File: src/rtl/parking_count_sequencer.sv
// Parking occupancy counter: entry/exit requests applied serially, LSB-first, through one shared add/sub cell.
// Latency: ack and new count in cycle WIDTH+1 after grant; deny in cycle 1. Requests are level-held until ack/deny.
// CAPACITY_CHECK_EN enables full/empty deny; without it the count wraps modulo 2^WIDTH.

module parking_addsub_cell (
  input  logic a,
  input  logic b,
  input  logic cin,
  input  logic sel,
  output logic sum,
  output logic cout
);
  logic bx;
  assign bx   = b ^ sel;
  assign sum  = a ^ bx ^ cin;
  assign cout = (a & bx) | (a & cin) | (bx & cin);
endmodule

module parking_count_sequencer #(
  parameter int WIDTH    = 8,
  parameter int CAPACITY = 200
) (
  input  logic             clk,
  input  logic             rst_n,
  input  logic             entry_req,
  input  logic             exit_req,
  output logic             entry_ack,
  output logic             exit_ack,
  output logic             entry_deny,
  output logic             exit_deny,
  output logic             busy,
  output logic [WIDTH-1:0] count,
  output logic             full,
  output logic             empty
);
  localparam int BW = $clog2(WIDTH);
  localparam logic [WIDTH-1:0] CAP      = WIDTH'(CAPACITY);
  localparam logic [BW-1:0]    LAST_BIT = BW'(WIDTH - 1);

  typedef enum logic [1:0] {IDLE, RUN, DONE, DENY} state_t;

  state_t           state;
  logic [WIDTH-1:0] sr;
  logic             carry;
  logic             op;          // 0 = increment, 1 = decrement
  logic [BW-1:0]    bitcnt;
  logic             last_entry;  // last served/denied requester was entry

  logic any_req, pick_entry, eligible;
  logic cell_sum, cell_cout;

  assign full  = (count == CAP);
  assign empty = (count == '0);

  // Tie goes to whichever side was not served last.
  assign any_req    = entry_req | exit_req;
  assign pick_entry = entry_req & (~exit_req | ~last_entry);

`ifdef CAPACITY_CHECK_EN
  assign eligible = pick_entry ? ~full : ~empty;
`else
  assign eligible   = 1'b1;
  assign entry_deny = 1'b0;
  assign exit_deny  = 1'b0;
`endif

  // b is the constant 1 presented LSB-first; sel inverts it and carry-in starts at op for subtraction.
  parking_addsub_cell u_cell (
    .a    (sr[0]),
    .b    (bitcnt == '0),
    .cin  (carry),
    .sel  (op),
    .sum  (cell_sum),
    .cout (cell_cout)
  );

  always_ff @(posedge clk or negedge rst_n) begin
    if (!rst_n) begin
      state      <= IDLE;
      count      <= '0;
      sr         <= '0;
      carry      <= 1'b0;
      op         <= 1'b0;
      bitcnt     <= '0;
      last_entry <= 1'b0;
      busy       <= 1'b0;
      entry_ack  <= 1'b0;
      exit_ack   <= 1'b0;
`ifdef CAPACITY_CHECK_EN
      entry_deny <= 1'b0;
      exit_deny  <= 1'b0;
`endif
    end else begin
      entry_ack <= 1'b0;
      exit_ack  <= 1'b0;
`ifdef CAPACITY_CHECK_EN
      entry_deny <= 1'b0;
      exit_deny  <= 1'b0;
`endif
      case (state)
        IDLE: begin
          if (any_req) begin
            last_entry <= pick_entry;
            op         <= ~pick_entry;
            if (eligible) begin
              sr     <= count;
              carry  <= ~pick_entry;
              bitcnt <= '0;
              busy   <= 1'b1;
              state  <= RUN;
            end else begin
`ifdef CAPACITY_CHECK_EN
              entry_deny <= pick_entry;
              exit_deny  <= ~pick_entry;
`endif
              state <= DENY;
            end
          end
        end
        RUN: begin
          sr     <= {cell_sum, sr[WIDTH-1:1]};
          carry  <= cell_cout;
          bitcnt <= bitcnt + BW'(1);
          if (bitcnt == LAST_BIT) begin
            // Commit on the way into DONE so count and ack are visible in the same cycle.
            count     <= {cell_sum, sr[WIDTH-1:1]};
            entry_ack <= ~op;
            exit_ack  <= op;
            busy      <= 1'b0;
            state     <= DONE;
          end
        end
        DONE:    state <= IDLE;
        DENY:    state <= IDLE;
        default: state <= IDLE;
      endcase
    end
  end
endmodule

File: config.mk
export PLATFORM = sky130hd
export DESIGN_NAME = parking_count_sequencer
export DESIGN_NICKNAME = d
export VERILOG_FILES = /design/src/rtl/parking_count_sequencer.sv
export SDC_FILE = /design/constraint.sdc
export NUM_CORES = 1
export LEC_CHECK = 0
export CAP_MARGIN = 25
export CORE_MARGIN = 2
export CORE_UTILIZATION = 45
export CTS_CLUSTER_DIAMETER = 40
export DETAILED_ROUTE_END_ITERATION = 16
export DONT_BUFFER_PORTS = 1
export HOLD_SLACK_MARGIN = 0.06
export MAX_ROUTING_LAYER = met4
export PLACE_DENSITY = 0.57
export SKIP_LAST_GASP = 1
export SYNTH_ARGS = -nofsm -noshare
export SYNTH_HDL_FRONTEND = slang
export SYNTH_SLANG_ARGS = --single-unit
File: constraint.sdc
create_clock -name clk -period 3.45 [get_ports clk]
set_input_delay 0.69 -clock clk [delete_from_list [all_inputs] [get_ports clk]]
set_output_delay 0.69 -clock clk [all_outputs]
set_load 0.01 [all_outputs]
==> run summary, run 1 <==
OUTCOME
--------------------------------------------------------------------------------------
Result of the run ....................................................... finished clean

WORST SETUP PATH
--------------------------------------------------------------------------------------
Critical path cell sequence ............................................. or4_1 -> nor3_1
Required time worst endpoint ............................................      2.76 ns
CP max stage delay ......................................................      0.59 ns
Cell type of the slowest stage on the worst timing path .................        or4_1
Maximum fanout along the worst path .....................................            4
CP Capture Type .........................................................   output pin
Critical path startpoint category .......................................    flip-flop
Arrival time of data at the critical path endpoint ......................      1.73 ns
Kind of cell adding the most delay to the critical path ................. simple AND/OR/NAND/NOR gates
Number of buffer and inverter stages on the critical path ...............            0
Crit Path Class .........................................................   reg -> out

FLOORPLAN
--------------------------------------------------------------------------------------
Height of the chip ......................................................      58.0 um
Number of placed I/O pins ...............................................           19
Die area ................................................................ 0.00336 mm^2
Starting Density ........................................................        47.5%
Rows ....................................................................           19
Placeable core region ................................................... 0.00276 mm^2
Horizontal extent of the die ............................................      58.0 um

PWR
--------------------------------------------------------------------------------------
Worst supply voltage drop on vdd ........................................   0.000492 V
Internal Power ..........................................................       820 uW
Switching power as a share of total power ...............................        37.3%
Ratio of total power to cell area .......................................  975 mW/mm^2
Reported leakage power ..................................................     0.652 nW
Clock network fraction of total power ...................................        10.5%
Sequential cell fraction of total power .................................        47.7%
Comb pwr share ..........................................................        41.8%
Power dissipated by switching net loads .................................       488 uW

DETAILED ROUTING
--------------------------------------------------------------------------------------
Number of remaining DRC errors ..........................................            0
Total Routed Length .....................................................      2190 um
Violation count after the first detailed-routing iteration ..............           23
Overall via count from detail_route .....................................          754
Remaining antenna violation count after routing .........................            0
DR pass1 iterations .....................................................            4
Wirelength per Cell .....................................................      16.0 um
Routed via count divided by cell count ..................................         5.50

STA
--------------------------------------------------------------------------------------
Transition at the pin with the smallest max-transition slack ............     0.578 ns
Worst slew margin relative to its limit .................................        61.3%
Time the worst path needs with I/O delays and setup .....................      2.42 ns
Unrepaired setup endpoints after global routing .........................           no
Hold Vio Cnt, Final .....................................................            0
Fmax ....................................................................      413 MHz
Aggregate negative setup slack ..........................................         0 ns
Final setup violation count .............................................            0
Final worst-path cycle share ............................................        70.2%
Number of pins with negative max-slew slack in the final report .........            0
Worst setup skew after layout ...........................................   0.00287 ns
Post-Route Hold Slack ...................................................     0.158 ns

GLOBAL ROUTING
--------------------------------------------------------------------------------------
Global route hottest layer ..............................................         met1
Overflow left after global routing ......................................            0
Initial antenna violation count .........................................            0
Global-route wire length before repair ..................................      3710 um
Met1 usage in global routing ............................................        21.7%
Total global routing track utilization ..................................        15.1%
Maximum number of pins on one net before global-route repair ............           28
GR Layer Usage met2 .....................................................        20.6%
Via count of the first global-routing pass ..............................          739
Met3 layer usage reported by global route ...............................        3.79%

SYNTHESIS
--------------------------------------------------------------------------------------
Number of synthesis warnings ............................................            0
Count of cell types in the netlist ......................................           36
Most area-consuming cells after synthesis ............................... dfrtp_1 52%, mux2_2 11%, mux2_4 4.6%, o21ai_0 3.1%, ha_1 2.9%
Area leader, netlist ....................................................      dfrtp_1
Post-synthesis instance total ...........................................          106
Avg Cell Area, Syn ......................................................    12.4 um^2
Async S/R FF share, synth ...............................................         100%
Synthesis-stage register bit count ......................................           27
Fraction of synthesized cell area taken by the top area cell type .......        51.6%
Area of the mapped netlist .............................................. 0.00131 mm^2
Dominant cell by count in the synthesized netlist .......................      dfrtp_1
Sequential-to-total area share from yosys stat ..........................        51.6%
Post-synth EDFFs ........................................................            0
Most numerous cell types in the synthesized netlist ..................... 27 x dfrtp_1, 13 x mux2_2, 8 x o21ai_0
Dominant synthesized flop cell ..........................................      dfrtp_1

CLOCK TREE
--------------------------------------------------------------------------------------
Latest clock arrival within the worst-skew pair .........................      0.32 ns
Number of levels in the clock H-tree ....................................            1
Total CTS buffers .......................................................            3
Number of buffers on the longest clock path .............................            2
Clock tree from TritonCTS ...............................................        built
Clock tree root buffer cell .............................................     clkbuf_4
Clock slew at the register clock pins of the worst setup and hold paths .      0.14 ns
# clock sinks ...........................................................           27
Buffers inserted by post-CTS timing repair ..............................            0

CELLS AND AREA
--------------------------------------------------------------------------------------
Area added between synthesis and finish .................................        2.39%
Share of post-route cells with drive strength above 1 ...................        26.4%
Final Net Count .........................................................          115
Final non-filler cell area .............................................. 0.00134 mm^2
Final antenna diode count ...............................................            0
Final standard cell utilization of the core .............................        48.6%
Number of fill cells ....................................................          261

FLOW RUN
--------------------------------------------------------------------------------------
Max_cap viols ...........................................................            0

PLACE
--------------------------------------------------------------------------------------
Port-buffer cells .......................................................            0
Placed inst area ........................................................ 0.00129 mm^2
HPWL after detailed placement ...........................................      1480 um
Placer's final routability congestion estimate ..........................        0.671

WORST HOLD PATH
--------------------------------------------------------------------------------------
Classification of the worst-slack hold path .............................  in -> async

-- per-stage QoR --
step                power, mW  setup WS, ns  std cells
finish                   1.31          1.03        137
global route             1.43         0.962        137
CTS                      1.32          1.01        137
detailed placement       1.18          1.40        132
global placement         1.16          1.41        132
floorplan                1.10          1.50        107
-- timing repair --
action / CTS / global route
endpoints found under the hold margin: 27 / 0
gates resized for setup: 0 / 0
hold buffers: 1 / 0
-- flip-flops by register name, summed over array words and instances, names as in the netlist --
signal      cells
last_entry      1
state           2
bitcnt          3
count           8
exit_ack        1
carry           1
op              1
sr              8
entry_ack       1
busy            1
-- layout make-up --
type                            count  area, um^2  area share (%)
Multi-Input combinational cell     67         554            41.3
Tap cell                           31        38.8            2.89
Clock buffer                        4        26.3            1.96
Timing Repair Buffer                1        20.0            1.49
Inverter                            7        26.3            1.96
Sequential cell                    27         676            50.4
-- logic make-up (layout without fill, tap and decap cells) --
kind of cell | Yosys count | in the layout | synth area share [%]
xor+xnor | 1 | 1 | 0.669
buf+inv | 13 | 12 | 6.40
simple gates | 22 | 22 | 10.3
mux | 20 | 20 | 18.1
other cells | 1 | 2 | 0.286
flops | 27 | 27 | 51.6
compound gates | 18 | 18 | 8.31
fa+ha+maj | 4 | 4 | 4.39
-- power groups by stage --
stage                     Clock [mW]  Combinational, mW  Sequential (mW)
after detailed placement           0              0.543            0.634
after floorplan                    0              0.523            0.580
final                          0.137              0.547            0.624
after global routing           0.157              0.622            0.653
after global placement             0              0.535            0.627
after CTS                      0.142              0.554            0.626
-- cells in the final DEF (no fill, tap or decap), types with 2 or more instances in the layout --
cell / synthesis / routed
dfrtp_1: 27 / 27
mux2_2: 13 / 13
o21ai_0: 8 / 8
inv_1: 7 / 7
nor2_1: 4 / 4
mux2_4: 4 / 4
mux2i_1: 3 / 3
nand2_1: 3 / 3
a21oi_1: 3 / 3
ha_1: 3 / 3
clkbuf_4: 0 / 3
nor3_1: 2 / 2
nand3b_1: 2 / 2
a31oi_1: 2 / 2
conb_1: 1 / 2
-- metal layers --
metal | part of all wire (%) | wire length (um)
met1 | 49 | 1080
met2 | 45 | 981
met3 | 4.3 | 94
met4 | 1.3 | 29
met5 | 0 | 0
-- final timing paths --
kind / from / end / slack [ns] / depth (start not counted)
worst min register to register: last_entry / last_entry / 0.50 / 1
max in group asynchronous: rst_n / sr[4] / 3.14 / 1
worst max-delay path: count[2] / full / 1.03 / 2
worst min-delay path: rst_n / count[6] / 0.16 / 1
min in group clk: exit_req / last_entry / 0.44 / 1
worst max register to register: bitcnt[0] / count[2] / 1.64 / 4
(Power assumes the default switching activity.)
==> run 2, diff against run 1 <==
--- a/config.mk
+++ b/config.mk
@@ -13,7 +13,7 @@
 export DONT_BUFFER_PORTS = 1
 export HOLD_SLACK_MARGIN = 0.06
 export MAX_ROUTING_LAYER = met4
-export PLACE_DENSITY = 0.57
+export PLACE_DENSITY = 0.59
 export SKIP_LAST_GASP = 1
 export SYNTH_ARGS = -nofsm -noshare
 export SYNTH_HDL_FRONTEND = slang
==> constraint.sdc (replaced) <==
create_clock -name clk -period 1.9 [get_ports clk]
set_input_delay 0.38 -clock clk [delete_from_list [all_inputs] [get_ports clk]]
set_output_delay 0.38 -clock clk [all_outputs]
set_load 0.01 [all_outputs]
==> run 2 against run 1 <==
The run now ends with setup timing left. Hold slack got worse by 0.030 ns. Die area did not move. Register-to-register slack got worse by 1.5 ns. Non-clock buffer count rose by 7. Clock power rose by 82%. Critical path depth did not move. Sequential share of layout area fell by 3.3 points. Critical path type unchanged. Critical endpoint is now empty. Largest cell class unchanged. Largest power group is now combinational logic.
==> run summary, run 2 (synthesis gave the netlist of run 1 again) <==
WORST SETUP PATH
--------------------------------------------------------------------------------------
Destination of the worst register-to-register timing path ...............        sr[7]
Arrival time of data at the critical path endpoint ......................      1.55 ns   -0.18 ns
Critical path cell sequence ............................................. or4_4 -> nor3_4
Critical path startpoint category .......................................    flip-flop
Required time worst endpoint ............................................      1.52 ns   -1.24 ns
CP Capture Type .........................................................   output pin
Kind of cell adding the most delay to the critical path ................. simple AND/OR/NAND/NOR gates
Crit Path Class .........................................................   reg -> out
Critical register-to-register path startpoint ...........................    bitcnt[0]
Maximum fanout along the worst path .....................................            4   unchanged
Logic depth of the worst register-to-register path ......................            8   +4
CP max stage delay ......................................................      0.58 ns   about the same
Number of buffer and inverter stages on the critical path ...............            0   unchanged
Reg-to-reg setup timing slack ...........................................      0.09 ns   -1.55 ns
Cell type of the slowest stage on the worst timing path .................        or4_4

STA
--------------------------------------------------------------------------------------
Time the worst path needs with I/O delays and setup .....................      1.93 ns
Fmax ....................................................................      518 MHz
Final worst-path cycle share ............................................         102%
Setup slack after layout ................................................   -0.0309 ns   -1.06 ns
Unrepaired setup endpoints after global routing .........................          yes
Worst setup skew after layout ...........................................   0.00409 ns   +0.00122 ns
Post-Route Hold Slack ...................................................     0.127 ns   -0.0304 ns
Transition at the pin with the smallest max-transition slack ............     0.502 ns   -0.0767 ns
Final setup violation count .............................................            2   +2
Worst slew margin relative to its limit .................................        66.5%   +5.2 points
Number of pins with negative max-slew slack in the final report .........            0   unchanged
Hold Vio Cnt, Final .....................................................            0   unchanged

WORST HOLD PATH
--------------------------------------------------------------------------------------
WHS Path Cells ..........................................................            1
Capture endpoint of the worst hold path .................................   last_entry
HP Start ................................................................     exit_req
Classification of the worst-slack hold path .............................    in -> reg

PWR
--------------------------------------------------------------------------------------
Reported leakage power ..................................................     0.700 nW   +7.3%
Ratio of total power to cell area ....................................... 1780 mW/mm^2   +83%
Overall power ...........................................................      2.57 mW   +96%
Worst supply voltage drop on vdd ........................................   0.000824 V   +67%

CLOCK TREE
--------------------------------------------------------------------------------------
Number of levels in the clock H-tree ....................................            1   unchanged
Latest clock arrival within the worst-skew pair .........................      0.33 ns   about the same
Clock slew at the register clock pins of the worst setup and hold paths .      0.14 ns   about the same
# clock sinks ...........................................................           27   unchanged
Number of buffers on the longest clock path .............................            2   unchanged
Clock tree from TritonCTS ...............................................        built
Clock tree root buffer cell .............................................     clkbuf_4
Total CTS buffers .......................................................            3   unchanged

FLOORPLAN
--------------------------------------------------------------------------------------
Placeable core region ................................................... 0.00276 mm^2   unchanged
Horizontal extent of the die ............................................      58.0 um   unchanged
Height of the chip ......................................................      58.0 um   unchanged
Rows ....................................................................           19   unchanged
Number of placed I/O pins ...............................................           19   unchanged
Starting Density ........................................................        47.5%   unchanged
Die area ................................................................ 0.00336 mm^2   unchanged

CELLS AND AREA
--------------------------------------------------------------------------------------
Multi-input gate area in the final layout ...............................     596 um^2   +7.4%
Final Net Count .........................................................          122   +6.1%
Top flop regs ........................................................... count (8), sr (8), bitcnt (3)
Area added between synthesis and finish .................................        10.0%
Final antenna diode count ...............................................            0   unchanged
Number of fill cells ....................................................          252   -3.4%
Share of post-route cells with drive strength above 1 ...................        37.2%   +11 points
Storage cell area .......................................................     678 um^2   +0.37%
Top library cells by usage in the layout, fill and taps aside ........... 25 x dfrtp_1, 13 x mux2_2, 7 x inv_1, 6 x o21ai_0, 6 x buf_4
Most common cell after layout, fill and taps aside ......................      dfrtp_1
Final standard cell utilization of the core .............................        52.3%   +3.6 points
Final non-filler cell area .............................................. 0.00144 mm^2   +7.5%

PLACE
--------------------------------------------------------------------------------------
Port-buffer cells .......................................................            0   unchanged
HPWL after detailed placement ...........................................      1570 um   +5.6%
Placement Setup Slack ...................................................     0.127 ns   -1.27 ns
Placed inst area ........................................................ 0.00133 mm^2   +2.3%
Placer's final routability congestion estimate ..........................        0.702   +4.6%

OUTCOME
--------------------------------------------------------------------------------------
Result of the run ....................................................... complete, but fails checks
Failing checks .......................................................... setup timing

DETAILED ROUTING
--------------------------------------------------------------------------------------
DR pass1 iterations .....................................................            4   unchanged
Wirelength per Cell .....................................................      15.6 um   -2.3%
Violation count after the first detailed-routing iteration ..............           30   +30%
Overall via count from detail_route .....................................          810   +7.4%
Remaining antenna violation count after routing .........................            0   unchanged
Number of remaining DRC errors ..........................................            0   unchanged
Total Routed Length .....................................................      2250 um   +2.6%
Routed via count divided by cell count ..................................         5.63   +2.2%

GLOBAL ROUTING
--------------------------------------------------------------------------------------
Via count of the first global-routing pass ..............................          811   +9.7%
Global-route wire length before repair ..................................      3770 um   +1.7%
Total global routing track utilization ..................................        15.5%   +0.35 points
Initial antenna violation count .........................................            0   unchanged
Overflow left after global routing ......................................            0   unchanged
Maximum number of pins on one net before global-route repair ............           28   unchanged

FLOW RUN
--------------------------------------------------------------------------------------
Max_cap viols ...........................................................            0   unchanged

[run 2: changes by cell type in the layout (fill, tap and decap cells not counted), moves of 2 or more]
cell / delta
nor3_1: -2
o21ai_1: +2
buf_4: +6
dfrtp_1: -2
o21ai_0: -2
dfrtp_2: +2
nor3_4: +2
[run 2: repair_timing]
item	4_1_cts	5_1_grt
buffers inserted	0	2
resized for setup	5	7
setup endpoints to repair	2	3
hold buffers	2	0
hold endpoints to repair	27	0
pin swaps	2	2
[run 2: how the worst max path moves through the flow]
stage,start,cells past startpoint,to
after floorplan,bitcnt[0],8,sr[7]
after global placement,count[2],2,empty
after detailed placement,bitcnt[0],8,sr[7]
after CTS,count[2],2,full
after global routing,count[2],2,full
final,count[2],2,empty
[run 2: routing by layer]
layer | track usage, % | vias up | wire length, um
met5 | - | - | 0
met4 | 6.98 | 0 | 34
met3 | 3.13 | 4 | 85
met2 | 24.0 | 15 | 1100
met1 | 19.6 | 410 | 1030
li1 | - | 381 | -
[run 2: per-stage QoR]
step / TNS, ns / instances
6_report: -0.0617 / 144
5_1_grt: -0.188 / 144
4_1_cts: -0.130 / 142
3_5_place_dp: 0 / 136
3_3_place_gp: 0 / 136
2_1_floorplan: 0 / 107
[run 2: power breakdown]
part | switching [mW] | total [mW] | internal [mW]
Sequential | 0.307 | 1.15 | 0.844
Combinational | 0.485 | 1.17 | 0.681
Clock | 0.171 | 0.250 | 0.0791
[run 2: cell type report]
cell class	count	share of cell area, %
clock inverters	1	0.347
multi-input cells	67	41.3
inverters	7	1.82
repair buffers	8	5.21
well taps	31	2.69
flip-flops and latches	27	47.0
clock buffers	3	1.56
==> run 3, diff against run 2 <==
--- a/config.mk
+++ b/config.mk
@@ -11,9 +11,9 @@
 export CTS_CLUSTER_DIAMETER = 40
 export DETAILED_ROUTE_END_ITERATION = 16
 export DONT_BUFFER_PORTS = 1
-export HOLD_SLACK_MARGIN = 0.06
 export MAX_ROUTING_LAYER = met4
 export PLACE_DENSITY = 0.59
+export SETUP_SLACK_MARGIN = 0.5
 export SKIP_LAST_GASP = 1
 export SYNTH_ARGS = -nofsm -noshare
 export SYNTH_HDL_FRONTEND = slang
==> run 3 against run 2 <==
The flow still finishes with violations (setup timing). Final cell count rose by 9.7%. Non-clock buffer count rose by 14. Clock skew rose by 0.0097 ns. Critical path depth did not move. Die area did not move. Design area rose by 15%. Via count rose by 3.2%. Utilization rose by 7.8 points. Setup slack improved by 0.024 ns. Largest cell class unchanged.
==> run summary, run 3 (synthesis gave the netlist of run 1 again) <==
DETAILED ROUTING
--------------------------------------------------------------------------------------
Number of remaining DRC errors ..........................................            0   unchanged
DR pass1 iterations .....................................................            3   -1
Wirelength per Cell .....................................................      15.7 um   +0.51%
Remaining antenna violation count after routing .........................            0   unchanged
Routed via count divided by cell count ..................................         5.29   -5.9%
Total Routed Length .....................................................      2480 um   +10%
Violation count after the first detailed-routing iteration ..............           25   -17%
Overall via count from detail_route .....................................          836   +3.2%

WORST HOLD PATH
--------------------------------------------------------------------------------------
WHS Path Cells ..........................................................            1   unchanged
Capture endpoint of the worst hold path .................................   last_entry
HP Start ................................................................     exit_req
Classification of the worst-slack hold path .............................    in -> reg

PWR
--------------------------------------------------------------------------------------
Worst supply voltage drop on vdd ........................................    0.00108 V   +31%
Overall power ...........................................................      3.11 mW   +21%
Ratio of total power to cell area ....................................... 1870 mW/mm^2   +5.2%
Reported leakage power ..................................................     0.818 nW   +17%

STA
--------------------------------------------------------------------------------------
Hold Vio Cnt, Final .....................................................            0   unchanged
Fmax ....................................................................      524 MHz   +1.3%
Setup slack after layout ................................................  -0.00664 ns   +0.0243 ns
Final worst-path cycle share ............................................         100%   -1.3 points
Unrepaired setup endpoints after global routing .........................          yes
Time the worst path needs with I/O delays and setup .....................      1.91 ns   -0.0243 ns
Final setup violation count .............................................            2   unchanged
Worst setup skew after layout ...........................................    0.0138 ns   +0.00974 ns
Number of pins with negative max-slew slack in the final report .........            0   unchanged

WORST SETUP PATH
--------------------------------------------------------------------------------------
CP Capture Type .........................................................   output pin
Critical path startpoint category .......................................    flip-flop
Logic depth of the worst register-to-register path ......................            8   unchanged
Destination of the worst register-to-register timing path ...............        sr[7]
Cell type of the slowest stage on the worst timing path .................        or4_4
Number of buffer and inverter stages on the critical path ...............            0   unchanged
Critical path cell sequence ............................................. or4_4 -> nor3_4
Arrival time of data at the critical path endpoint ......................      1.53 ns   -0.02 ns
Critical register-to-register path startpoint ...........................    bitcnt[0]
Kind of cell adding the most delay to the critical path ................. simple AND/OR/NAND/NOR gates
Cell depth of the worst setup path ......................................            2   unchanged
Crit Path Class .........................................................   reg -> out
CP max stage delay ......................................................      0.58 ns   about the same
Required time worst endpoint ............................................      1.52 ns   about the same
Reg-to-reg setup timing slack ...........................................      0.17 ns   +0.08 ns
Maximum fanout along the worst path .....................................            4   unchanged

GLOBAL ROUTING
--------------------------------------------------------------------------------------
Initial antenna violation count .........................................            0   unchanged
Total global routing track utilization ..................................        17.2%   +1.7 points
Global route hottest layer ..............................................         met2
Met1 usage in global routing ............................................        22.8%   +3.2 points
GR Layer Usage met2 .....................................................        27.9%   +3.9 points
Via count of the first global-routing pass ..............................          899   +11%
Global-route wire length before repair ..................................      4280 um   +14%
Met3 layer usage reported by global route ...............................        2.01%   -1.1 points
Overflow left after global routing ......................................            0   unchanged
Maximum number of pins on one net before global-route repair ............           28   unchanged

FLOORPLAN
--------------------------------------------------------------------------------------
Starting Density ........................................................        47.5%   unchanged
Rows ....................................................................           19   unchanged
Die area ................................................................ 0.00336 mm^2   unchanged
Number of placed I/O pins ...............................................           19   unchanged
Height of the chip ......................................................      58.0 um   unchanged
Placeable core region ................................................... 0.00276 mm^2   unchanged
Horizontal extent of the die ............................................      58.0 um   unchanged

CLOCK TREE
--------------------------------------------------------------------------------------
Number of buffers on the longest clock path .............................            2   unchanged
Clock tree root buffer cell .............................................     clkbuf_4
Clock slew at the register clock pins of the worst setup and hold paths .      0.15 ns   about the same
Number of levels in the clock H-tree ....................................            1   unchanged
Clock tree from TritonCTS ...............................................        built
Total CTS buffers .......................................................            3   unchanged
# clock sinks ...........................................................           27   unchanged
Latest clock arrival within the worst-skew pair .........................      0.32 ns   about the same

OUTCOME
--------------------------------------------------------------------------------------
Failing checks .......................................................... setup timing
Result of the run ....................................................... complete, but fails checks

CELLS AND AREA
--------------------------------------------------------------------------------------
Top flop regs ........................................................... count (8), sr (8), bitcnt (3)
Area added between synthesis and finish .................................        26.6%
Final antenna diode count ...............................................            0   unchanged
Top library cells by usage in the layout, fill and taps aside ........... 25 x dfrtp_1, 14 x mux2_4, 14 x buf_4
Share of post-route cells with drive strength above 1 ...................        48.8%   +12 points
Final Net Count .........................................................          136   +11%
Most common cell after layout, fill and taps aside ......................      dfrtp_1
Final standard cell count with taps included and fillers excluded .......          158   +9.7%

FLOW RUN
--------------------------------------------------------------------------------------
Max_cap viols ...........................................................            0   unchanged

PLACE
--------------------------------------------------------------------------------------
Instance count after placement with tap cells included ..................          138   +1.5%
HPWL after detailed placement ...........................................      1580 um   +0.75%
Port-buffer cells .......................................................            0   unchanged
Placer's final routability congestion estimate ..........................        0.774   +10%

[run 3: worst max-delay path by stage]
stage	start	end
after CTS	count[2]	full
after global placement	count[2]	full
after detailed placement	bitcnt[0]	sr[7]
after global routing	count[2]	full
final	count[2]	full
after floorplan	count[2]	empty
[run 3: final cells by class]
type	count	area [um^2]
multi-input cells	67	677
well taps	31	38.8
inverters	7	26.3
flip-flops and latches	27	678
clock buffers	4	26.3
repair buffers	22	211
fillers	222	1100
[run 3: what timing repair did]
action | in CTS | in global routing
gates cloned | 1 | 0
hold buffers | 2 | 0
setup endpoints to repair | 17 | 17
gates resized for setup | 22 | 9
pin swaps | 5 | 3
buffers inserted | 8 | 5
hold endpoints to repair | 27 | 0
[run 3: per-stage QoR]
stage	setup WS, ns	TNS, ns	utilization [%]	hold WS [ns]	cell area [um^2]
after floorplan	0.258	0	-	0.0844	1350
after global placement	0.172	0	49.6	0.0850	1370
after detailed placement	0.161	0	49.6	0.0850	1370
after CTS	-0.0306	-0.0609	57.7	0.125	1590
after global routing	-0.0877	-0.165	60.1	0.113	1660
final	-0.00664	-0.0112	60.1	0.134	1660
[run 3: worst reg2reg max path: cells and delay by family, from the launching register on]
family                   cells  cell delay (ns)
adder cells (fa/ha/maj)      2             0.70
flip-flops                   1             0.40
AND/OR/NAND/NOR              2             0.20
AO/OA/AOI/OAI                2             0.16
XOR/XNOR                     1             0.14
buffers and inverters        1             0.06
[run 3: metal layers]
| metal | part of all wire (%) | up-vias |
|---|---|---|
| met5 | 0 | - |
| met4 | 0.65 | 0 |
| met3 | 3.7 | 2 |
| met2 | 49 | 13 |
| met1 | 46 | 414 |
| li1 | - | 407 |
[run 3: report_power, final]
group | total (mW) | internal, mW | switching (mW)
Combinational | 1.71 | 1.07 | 0.639
Sequential | 1.15 | 0.844 | 0.305
Clock | 0.244 | 0.0820 | 0.162
Total | 3.11 | 2.00 | 1.11
